## src/rtl/experiment_sequencer_pkg.sv

```systemverilog
// Shared types for the experiment sequencer: parameter set, sequencer states and status codes.
package experiment_sequencer_pkg;

  typedef struct packed {
    logic [15:0] pulse_width;
    logic [15:0] delay_cycles;
    logic [7:0]  gain;
  } parameters_t;

  typedef enum logic [2:0] {
    IDLE,
    ARM,
    START,
    WAIT_SHOT,
    COOLDOWN,
    DONE,
    ABORT
  } seq_state_t;

  typedef enum logic [2:0] {
    OK,
    CFG_ERR,
    SHOT_ERR,
    ABORTED,
    WDOG
  } seq_status_t;

endpackage

```

## src/rtl/experiment_sequencer_seq_timer.sv

```systemverilog
// Loadable down-counter with zero flag; one instance is shared by every timed sequencer phase.
module experiment_sequencer_seq_timer #(
  parameter int unsigned WIDTH = 32
) (
  input  logic             clock,
  input  logic             reset_signal,
  input  logic             load,
  input  logic             enable,
  input  logic [WIDTH-1:0] load_value,
  output logic             zero
);

  logic [WIDTH-1:0] count;

  always_ff @(posedge clock or posedge reset_signal) begin
    if (reset_signal) begin
      count <= '0;
    end else if (load) begin
      count <= load_value;
    end else if (enable && count != '0) begin
      count <= count - WIDTH'(1);
    end
  end

  assign zero = (count == '0);

endmodule

```

## src/rtl/experiment_sequencer.sv

```systemverilog
// Shot scheduler in front of the experiment FSM: latches a run, sequences reset/start/cooldown per shot.
// Optional per-shot watchdog enabled by defining SEQ_WATCHDOG_EN.
module experiment_sequencer
  import experiment_sequencer_pkg::*;
#(
  parameter int unsigned SHOT_W        = 8,
  parameter int unsigned COOL_W        = 32,
  parameter int unsigned FSM_RESET_LEN = 4,
  parameter int unsigned START_LEN     = 2
`ifdef SEQ_WATCHDOG_EN
  ,
  parameter int unsigned WDOG_CYCLES   = 8_000_000
`endif
) (
  input  logic              clock,
  input  logic              reset_signal,
  input  logic              run_req,
  input  logic              abort_req,
  input  logic [SHOT_W-1:0] shot_count,
  input  logic [COOL_W-1:0] cooldown_cycles,
  input  parameters_t       par_in,
  input  logic              shot_done,
  input  logic              shot_error,
  output parameters_t       par_out,
  output logic              fsm_reset,
  output logic              fsm_start,
  output logic              busy,
  output logic [SHOT_W-1:0] shots_done,
  output logic              run_done,
  output seq_status_t       status,
  output seq_state_t        seq_state
);

  seq_state_t        state, next_state;
  seq_status_t       next_status;
  logic [SHOT_W-1:0] target, next_shots;
  logic [COOL_W-1:0] cooldown, timer_value;
  logic              timer_load, timer_enable, timer_zero, accept;

  assign accept       = (state == IDLE) && run_req && (shot_count != '0);
  assign timer_load   = (next_state != state);
  assign timer_enable = (state != IDLE);
  assign seq_state    = state;

  experiment_sequencer_seq_timer #(
    .WIDTH(COOL_W)
  ) u_seq_timer (
    .clock       (clock),
    .reset_signal(reset_signal),
    .load        (timer_load),
    .enable      (timer_enable),
    .load_value  (timer_value),
    .zero        (timer_zero)
  );

  always_comb begin
    next_state  = state;
    next_status = status;
    next_shots  = shots_done;
    timer_value = '0;

    case (state)
      IDLE: begin
        if (run_req) begin
          if (shot_count != '0) begin
            next_state  = ARM;
            next_status = OK;
            next_shots  = '0;
          end else begin
            next_status = CFG_ERR;
          end
        end
      end
      ARM:   if (timer_zero) next_state = START;
      START: if (timer_zero) next_state = WAIT_SHOT;
      WAIT_SHOT: begin
        if (shot_error) begin
          next_status = SHOT_ERR;
          next_state  = ABORT;
        end else if (shot_done) begin
          next_shots = shots_done + SHOT_W'(1);
          if (next_shots == target)   next_state = DONE;
          else if (cooldown == '0)    next_state = ARM;
          else                        next_state = COOLDOWN;
        end
`ifdef SEQ_WATCHDOG_EN
        else if (timer_zero) begin
          next_status = WDOG;
          next_state  = ABORT;
        end
`endif
      end
      COOLDOWN: if (timer_zero) next_state = ARM;
      DONE:     next_state = IDLE;
      ABORT:    next_state = IDLE;
      default:  next_state = IDLE;
    endcase

    // Abort overrides everything, including a same-cycle shot_done, which is not counted.
    if (abort_req && state != IDLE && state != ABORT) begin
      next_state  = ABORT;
      next_status = ABORTED;
      next_shots  = shots_done;
    end

    // Timer is loaded on every state entry; load value is "phase length minus one".
    case (next_state)
      ARM:       timer_value = COOL_W'(FSM_RESET_LEN - 1);
      START:     timer_value = COOL_W'(START_LEN - 1);
      COOLDOWN:  timer_value = cooldown - COOL_W'(1);
`ifdef SEQ_WATCHDOG_EN
      WAIT_SHOT: timer_value = COOL_W'(WDOG_CYCLES - 1);
`endif
      default:   timer_value = '0;
    endcase
  end

  always_ff @(posedge clock or posedge reset_signal) begin
    if (reset_signal) begin
      state      <= IDLE;
      status     <= OK;
      shots_done <= '0;
      par_out    <= '0;
      target     <= '0;
      cooldown   <= '0;
      fsm_reset  <= 1'b1;
      fsm_start  <= 1'b0;
      busy       <= 1'b0;
      run_done   <= 1'b0;
    end else begin
      state      <= next_state;
      status     <= next_status;
      shots_done <= next_shots;
      // Outputs decoded from next_state so they line up with the registered state.
      fsm_reset  <= !(next_state == START || next_state == WAIT_SHOT);
      fsm_start  <= (next_state == START);
      busy       <= (next_state != IDLE);
      run_done   <= (next_state == DONE);
      if (accept) begin
        target   <= shot_count;
        cooldown <= cooldown_cycles;
        par_out  <= par_in;
      end
    end
  end

endmodule

```

## config.mk

```make
export PLATFORM = sky130hd
export DESIGN_NAME = experiment_sequencer
export DESIGN_NICKNAME = d
export VERILOG_FILES = /design/src/rtl/experiment_sequencer_pkg.sv /design/src/rtl/experiment_sequencer_seq_timer.sv /design/src/rtl/experiment_sequencer.sv
export SDC_FILE = /design/constraint.sdc
export NUM_CORES = 1
export LEC_CHECK = 0
export ABC_AREA = 1
export ABC_CLOCK_PERIOD_IN_PS = 11000
export BUFFER_PORTS_ARGS = -buffer_cell sky130_fd_sc_hd__buf_4
export CAP_MARGIN = 20
export CELL_PAD_IN_SITES_DETAIL_PLACEMENT = 0
export CELL_PAD_IN_SITES_GLOBAL_PLACEMENT = 1
export CORE_MARGIN = 2
export CORE_UTILIZATION = 28
export DETAILED_ROUTE_END_ITERATION = 10
export PLACE_DENSITY = 0.7
export SLEW_MARGIN = 40
export SYNTH_ARGS = -nofsm -noshare
export SYNTH_HDL_FRONTEND = slang
export SYNTH_SLANG_ARGS = --single-unit
export TNS_END_PERCENT = 20
```

## constraint.sdc

```tcl
create_clock -name clock -period 11 [get_ports clock]
set_input_delay 2.2 -clock clock [delete_from_list [all_inputs] [get_ports clock]]
set_output_delay 2.2 -clock clock [all_outputs]
set_load 0.1 [all_outputs]
```

==> run metrics, run 1 <==
Critical R2R Launch cooldown[0]$_DFFE_PP0P_; initial antenna violation count 0; # DRC 0; outcome complete, no violations; Post-synth EDFFs 0; sequential cell area 3230 µm²; Detail Route Antenna Nets 0; hold path start par_out[4]$_DFFE_PP0P_; Finished Layout Cells 1,516; Seq/Total Area, Yosys 0.438; Multi-input gate area 3640 µm²; ANT cells 0; First DRT Iteration DRCs 267; worst-path maximum fanout 91; Final #Nets 1,258; worst path required time 11.27 ns; fillcell total 2,849; Via density 4.52; PostCTS Resize Cnt 0; Async S/R FF share, synth 1.00; Core Region 26,000 µm²; flops & latches, synth 129; die area 27,700 µm²; clock buffer depth 2; ys flop type dfrtp_1; Worst Tran Pin Value 0.782 ns; synth warn 0; first-pass GRT wire length 34.2 mm; vias after detailed routing 6,849; Initial Util 0.284; Final HPWL DP 14.6 mm; Fin Clk Skew 0.0126 ns; RSZ-0062 raised after global routing false; die height 166 µm; final worst-path cycle share 0.376; Crit. End Element flop; Final Hold Vio Count 0; H-Tree Depth 4; DIE WIDTH 166 µm; synthesized area per cell 7.11 µm²; final-report setup violation count 0; std cell rows 59; largest net degree at the start of global routing 92; CTS tree built; crit path from shot_count[4]; routed wire length 20.4 mm; GRT overflow 0; Max Freq 242 MHz; Worst EP arrival 4.41 ns; WHS 0.483 ns; clk sinks 129; Hold Path Class reg2reg; max-slew violation count 0; area added between synthesis and finish 26.5%; Post-Syn Nets 1,127; minimum clock period 4.14 ns; Post-CTS Hold Fix Bufs 0; Worst-Skew Late Latency 0.42 ns; Gate Count Post-Synth 1,037; post-synthesis instance area 7370 µm²; dpl cells 1,484; total track usage 0.150; Reg clk slew, reported paths 0.07 ns; layout cells sized above 1 0.180; TritonRoute pass-1 iters 5; synth unique cells 41; number of global-route vias before repair 6,824; Post-CTS Repair Setup Buffers 0; element type at the critical path start primary input; Wirelength per Cell 13.4 µm; Num CTS Buffers 17; Setup CP Type in2reg; IO Count 144; max cap viols 0; clk root buf clkbuf_16; IO Port Bufs 142; RePlAce Congestion 0.824; Setup TNS 0 ns; relative slew slack 0.479
[state kept, by name (all words and copies together), names as in the netlist]
name               count
run_done               1
par_out               40
status                 2
fsm_reset              1
fsm_start              1
seq_state              3
busy                   1
cooldown              32
target                 8
u_seq_timer.count     32
shots_done             8
[cell usage after synthesis, types with 7 or more instances]
cell	n	area share
dfrtp_1	128	0.43
xor2_1	30	0.036
o21ai_0	42	0.029
o21ai_1	23	0.016
nor2_1	104	0.053
nand2_1	397	0.20
nor2_2	10	0.0085
nor3_1	11	0.0075
xnor2_1	12	0.014
nand3_1	99	0.067
nand4_1	11	0.0093
inv_1	84	0.043
nand2_2	7	0.0059
clkbuf_1	20	0.010
[routing by layer]
metal / up-vias / track usage / part of all wire
met5: - / 0 / 0
met4: 0 / 0.0412 / 0.012
met3: 15 / 0.0348 / 0.048
met2: 129 / 0.252 / 0.47
met1: 3173 / 0.195 / 0.47
li1: 3532 / - / -
[critical path, cell delays in order]
cell      delay (ns)
buf_4           0.11
nor4_1          0.26
nand2_1         0.15
nand2_2         0.10
buf_4           0.50
clkinv_2        0.38
buf_6           0.36
nand2_1         0.16
o21ai_0         0.09
[area by class of cell]
cell class,instances,area share
timing repair buffer,147,0.119
clock buffer,17,0.0456
multi-input combinational,786,0.390
sequential,129,0.346
tap,335,0.0449
clock inverter,15,0.0186
inverter,87,0.0359
[placed cells by master, fill, tap and decap left out, types with 3 or more instances in the layout]
cell type	instances
dfrtp_1	128
clkbuf_16	17
o21ai_0	42
ha_1	4
nand4_1	11
nand2_2	8
o21ai_1	23
inv_8	3
clkinvlp_4	4
o22ai_1	6
nor2_4	3
buf_4	146
nor2_1	104
a21oi_1	3
nor4_1	3
or2_2	3
inv_1	83
xor2_1	30
xnor2_1	12
nand3b_1	3
inv_6	5
nor2_2	9
nor3_1	11
nand2_1	396
nand3_1	99
[final timing paths]
path | end | slack, ns | cells past startpoint
hold / removal | par_out[4]$_DFFE_PP0P_ | 0.48 | 2
setup reg to reg | u_seq_timer.count[31]$_DFFE_PP0P_ | 7.60 | 19
max in group asynchronous | par_out[8]$_DFFE_PP0P_ | 8.08 | 3
hold reg to reg | par_out[4]$_DFFE_PP0P_ | 0.48 | 2
min in group asynchronous | par_out[15]$_DFFE_PP0P_ | 1.88 | 2
setup / recovery | cooldown[19]$_DFFE_PP0P_ | 6.86 | 9
[cells by family (layout without fill, tap and decap cells)]
| family | count (synthesis) | after routing | share of synthesized area |
|---|---|---|---|
| AND/OR/NAND/NOR | 657 | 657 | 0.374 |
| flip-flops | 129 | 129 | 0.438 |
| buffers and inverters | 122 | 266 | 0.0696 |
| AO/OA/AOI/OAI | 81 | 81 | 0.0594 |
| XOR/XNOR | 43 | 43 | 0.0521 |
| adder cells (fa/ha/maj) | 4 | 4 | 0.00679 |
| other | 1 | 1 | 0.000509 |
[per-stage QoR]
stage	setup slack [ns]	util	cell area [µm²]
after CTS	6.69	0.359	9320
final	6.86	0.359	9330
after global routing	6.46	0.359	9330
after global placement	6.25	0.336	8720
after floorplan	5.36	-	7370
after detailed placement	6.25	0.336	8720
Power of run 1 is not shown: default switching activity piles up to over one toggle a cycle in this logic, so the estimate is an artifact.
==> run 2: changes to the inputs <==
--- a/config.mk
+++ b/config.mk
@@ -5,8 +5,8 @@
 export SDC_FILE = /design/constraint.sdc
 export NUM_CORES = 1
 export LEC_CHECK = 0
-export ABC_AREA = 1
-export ABC_CLOCK_PERIOD_IN_PS = 11000
+export ABC_AREA = 0
+export ABC_CLOCK_PERIOD_IN_PS = 4300
 export BUFFER_PORTS_ARGS = -buffer_cell sky130_fd_sc_hd__buf_4
 export CAP_MARGIN = 20
 export CELL_PAD_IN_SITES_DETAIL_PLACEMENT = 0
@@ -14,7 +14,7 @@
 export CORE_MARGIN = 2
 export CORE_UTILIZATION = 28
 export DETAILED_ROUTE_END_ITERATION = 10
-export PLACE_DENSITY = 0.7
+export PLACE_DENSITY = 0.66
 export SLEW_MARGIN = 40
 export SYNTH_ARGS = -nofsm -noshare
 export SYNTH_HDL_FRONTEND = slang
==> constraint.sdc (replaced) <==
create_clock -name clock -period 4.3 [get_ports clock]
set_input_delay 0.86 -clock clock [delete_from_list [all_inputs] [get_ports clock]]
set_output_delay 0.86 -clock clock [all_outputs]
set_load 0.1 [all_outputs]
==> run metrics, run 2 <==
Final #Nets 808 (-36%); std cell rows 55 (-6.8%); Async S/R FF share, synth 1.00 (unchanged); GRT overflow 0 (unchanged); First DRT Iteration DRCs 198 (-26%); Initial Util 0.287 (+0.00286); RePlAce Congestion 0.739 (-10%); RSZ-0062 raised after global routing false; clock buffer depth 2 (unchanged); Hold Path Class in2async; Worst-Skew Late Latency 0.42 ns (about the same); synth unique cells 52 (+27%); Post-Syn Nets 665 (-41%); IO Port Bufs 142 (unchanged); largest net degree at the start of global routing 67 (-27%); Num CTS Buffers 17 (unchanged); TritonRoute pass-1 iters 4 (-1); cell with the most instances after synthesis dfrtp_1; worst path required time 4.58 ns (-6.69 ns); Max Freq 292 MHz; Fin Clk Skew 0.0104 ns (-0.00222 ns); max-slew violation count 0 (unchanged); routed wire length 15.7 mm (-23%); ANT cells 0 (unchanged); number of global-route vias before repair 4,990 (-27%); Synth top area share 0.492 (+0.0577); minimum clock period 3.43 ns; Worst EP arrival 3.71 ns (-0.70 ns); area added between synthesis and finish 29.8%; final worst-path cycle share 0.798; CTS tree built; die area 24,500 µm² (-11%); flops & latches, synth 129 (unchanged); Setup CP Type reg2reg; Worst Tran Pin Value 0.672 ns (-0.110 ns); Wirelength per Cell 15.5 µm (+15%); Reg clk slew, reported paths 0.06 ns (about the same); Setup TNS 0 ns (unchanged); relative slew slack 0.549 (+0.0696); Post-synth EDFFs 0 (unchanged); layout cells sized above 1 0.399 (+0.219); # DRC 0 (unchanged); Seq/Total Area, Yosys 0.496 (+0.0582); PostCTS Resize Cnt 0 (unchanged); Largest Register par_out; die height 156 µm (-5.9%); Final Hold Vio Count 0 (unchanged); Finished Layout Cells 1,016 (-33%); Detail Route Antenna Nets 0 (unchanged); most frequent cells in the layout buf_4 (148), dfrtp_1 (128), mux2_2 (80), xnor2_1 (49), nor2_1 (42); top post-synthesis cells by area dfrtp_1 (49%), mux2_2 (14%), xnor2_1 (6.6%); R2R Setup Slk 0.87 ns (-6.73 ns); biggest regs par_out x40, cooldown x32, u_seq_timer.count x32; crit path from u_seq_timer.count[0]$_DFFE_PP0P_; post-synth top area cell dfrtp_1; commonest non-fill, non-tap cell in the layout buf_4; Post-CTS Hold Fix Bufs 0 (unchanged); Final HPWL DP 11.1 mm (-24%); max cap viols 0 (unchanged); DIE WIDTH 156 µm (-5.9%); Gate Count Post-Synth 575 (-45%); first-pass GRT wire length 25.8 mm (-25%); IO Count 144 (unchanged); element type at the critical path start flop; outcome complete, no violations; Via density 4.79 (+6.1%); clk root buf clkbuf_16; dpl cells 984 (-34%); vias after detailed routing 4,869 (-29%); Post-CTS Repair Setup Buffers 0 (unchanged); final-report setup violation count 0 (unchanged); Critical R2R Launch u_seq_timer.count[0]$_DFFE_PP0P_; clk sinks 129 (unchanged); synth warn 0 (unchanged); H-Tree Depth 4 (unchanged); synthesized area per cell 11.3 µm² (+59%); ys flop type dfrtp_1; initial antenna violation count 0 (unchanged); worst-path maximum fanout 15 (-84%); max reg flops 40 (unchanged); top post-synthesis cells by count dfrtp_1 (128), mux2_2 (80), xnor2_1 (49); post-synthesis instance area 6510 µm² (-12%); Core Region 22,700 µm² (-13%); Crit. End Element flop; total track usage 0.134 (-0.0165)
run 2: cell count changes after synthesis, moves of 10 or more:
cell | previous run | this run
inv_1 | 84 | 9
mux2_2 | 0 | 80
nand2_1 | 397 | 31
nand3_1 | 99 | 10
nor2_1 | 104 | 42
nor2_2 | 10 | 0
nor3_1 | 11 | 22
nor4_1 | 3 | 19
o21ai_0 | 42 | 17
o21ai_1 | 23 | 0
o22ai_1 | 6 | 17
o22ai_2 | 0 | 14
xnor2_1 | 12 | 49
run 2: metal layers:
layer,vias to the layer above,routed length (µm),track usage
met5,-,0,0
met1,2390,7010,0.168
li1,2354,-,-
met4,0,310,0.0516
met3,19,779,0.0426
met2,106,7650,0.216
run 2: kinds of logic after synthesis:
logic type      share of synthesized area
mux                                 0.138
fa+ha+maj                         0.00769
buf+inv                            0.0240
other cells                      0.000576
simple gates                        0.141
flops                               0.496
xor+xnor                           0.0982
compound gates                     0.0936
run 2: path summary, 6_finish.rpt:
check | endpoint | cells past startpoint
min in group clock | par_out[19]$_DFFE_PP0P_ | 1
hold / removal | par_out[13]$_DFFE_PP0P_ | 2
max in group asynchronous | fsm_reset$_DFF_PP1_ | 3
hold reg to reg | par_out[19]$_DFFE_PP0P_ | 1
setup reg to reg | u_seq_timer.count[26]$_DFFE_PP0P_ | 11
setup / recovery | u_seq_timer.count[26]$_DFFE_PP0P_ | 11
run 2: through the flow:
stage	hold slack [ns]	cell area (µm²)	setup WS [ns]	utilization
after floorplan	0.501	6510	0.000663	-
after global placement	0.492	7900	0.975	0.348
after detailed placement	0.496	7900	0.870	0.348
after CTS	0.512	8440	0.863	0.372
after global routing	0.519	8450	0.654	0.372
final	0.501	8450	0.869	0.372
run 2: final cells by class:
type / instances / area (µm²)
Clock buffer: 21 / 460
Clock inverter: 11 / 83.8
Fill cell: 2301 / 14300
Inverter: 9 / 38.8
Multi-Input combinational cell: 411 / 3140
Sequential cell: 129 / 3230
Tap cell: 285 / 357
Timing Repair Buffer: 150 / 1140
run 2: worst max-delay path, cell delays in order (launching register included):
cell and delay [ns]:
dfrtp_1 0.37, inv_1 0.11, ha_1 0.15, or4b_2 0.57, or4_4 0.46, nor2_4 0.19, mux2_2 0.36, o311ai_1 0.17
nand2_2 0.22, a32oi_4 0.28, buf_4 0.30, o22ai_2 0.12
Power of run 2 is left out for the same reason.
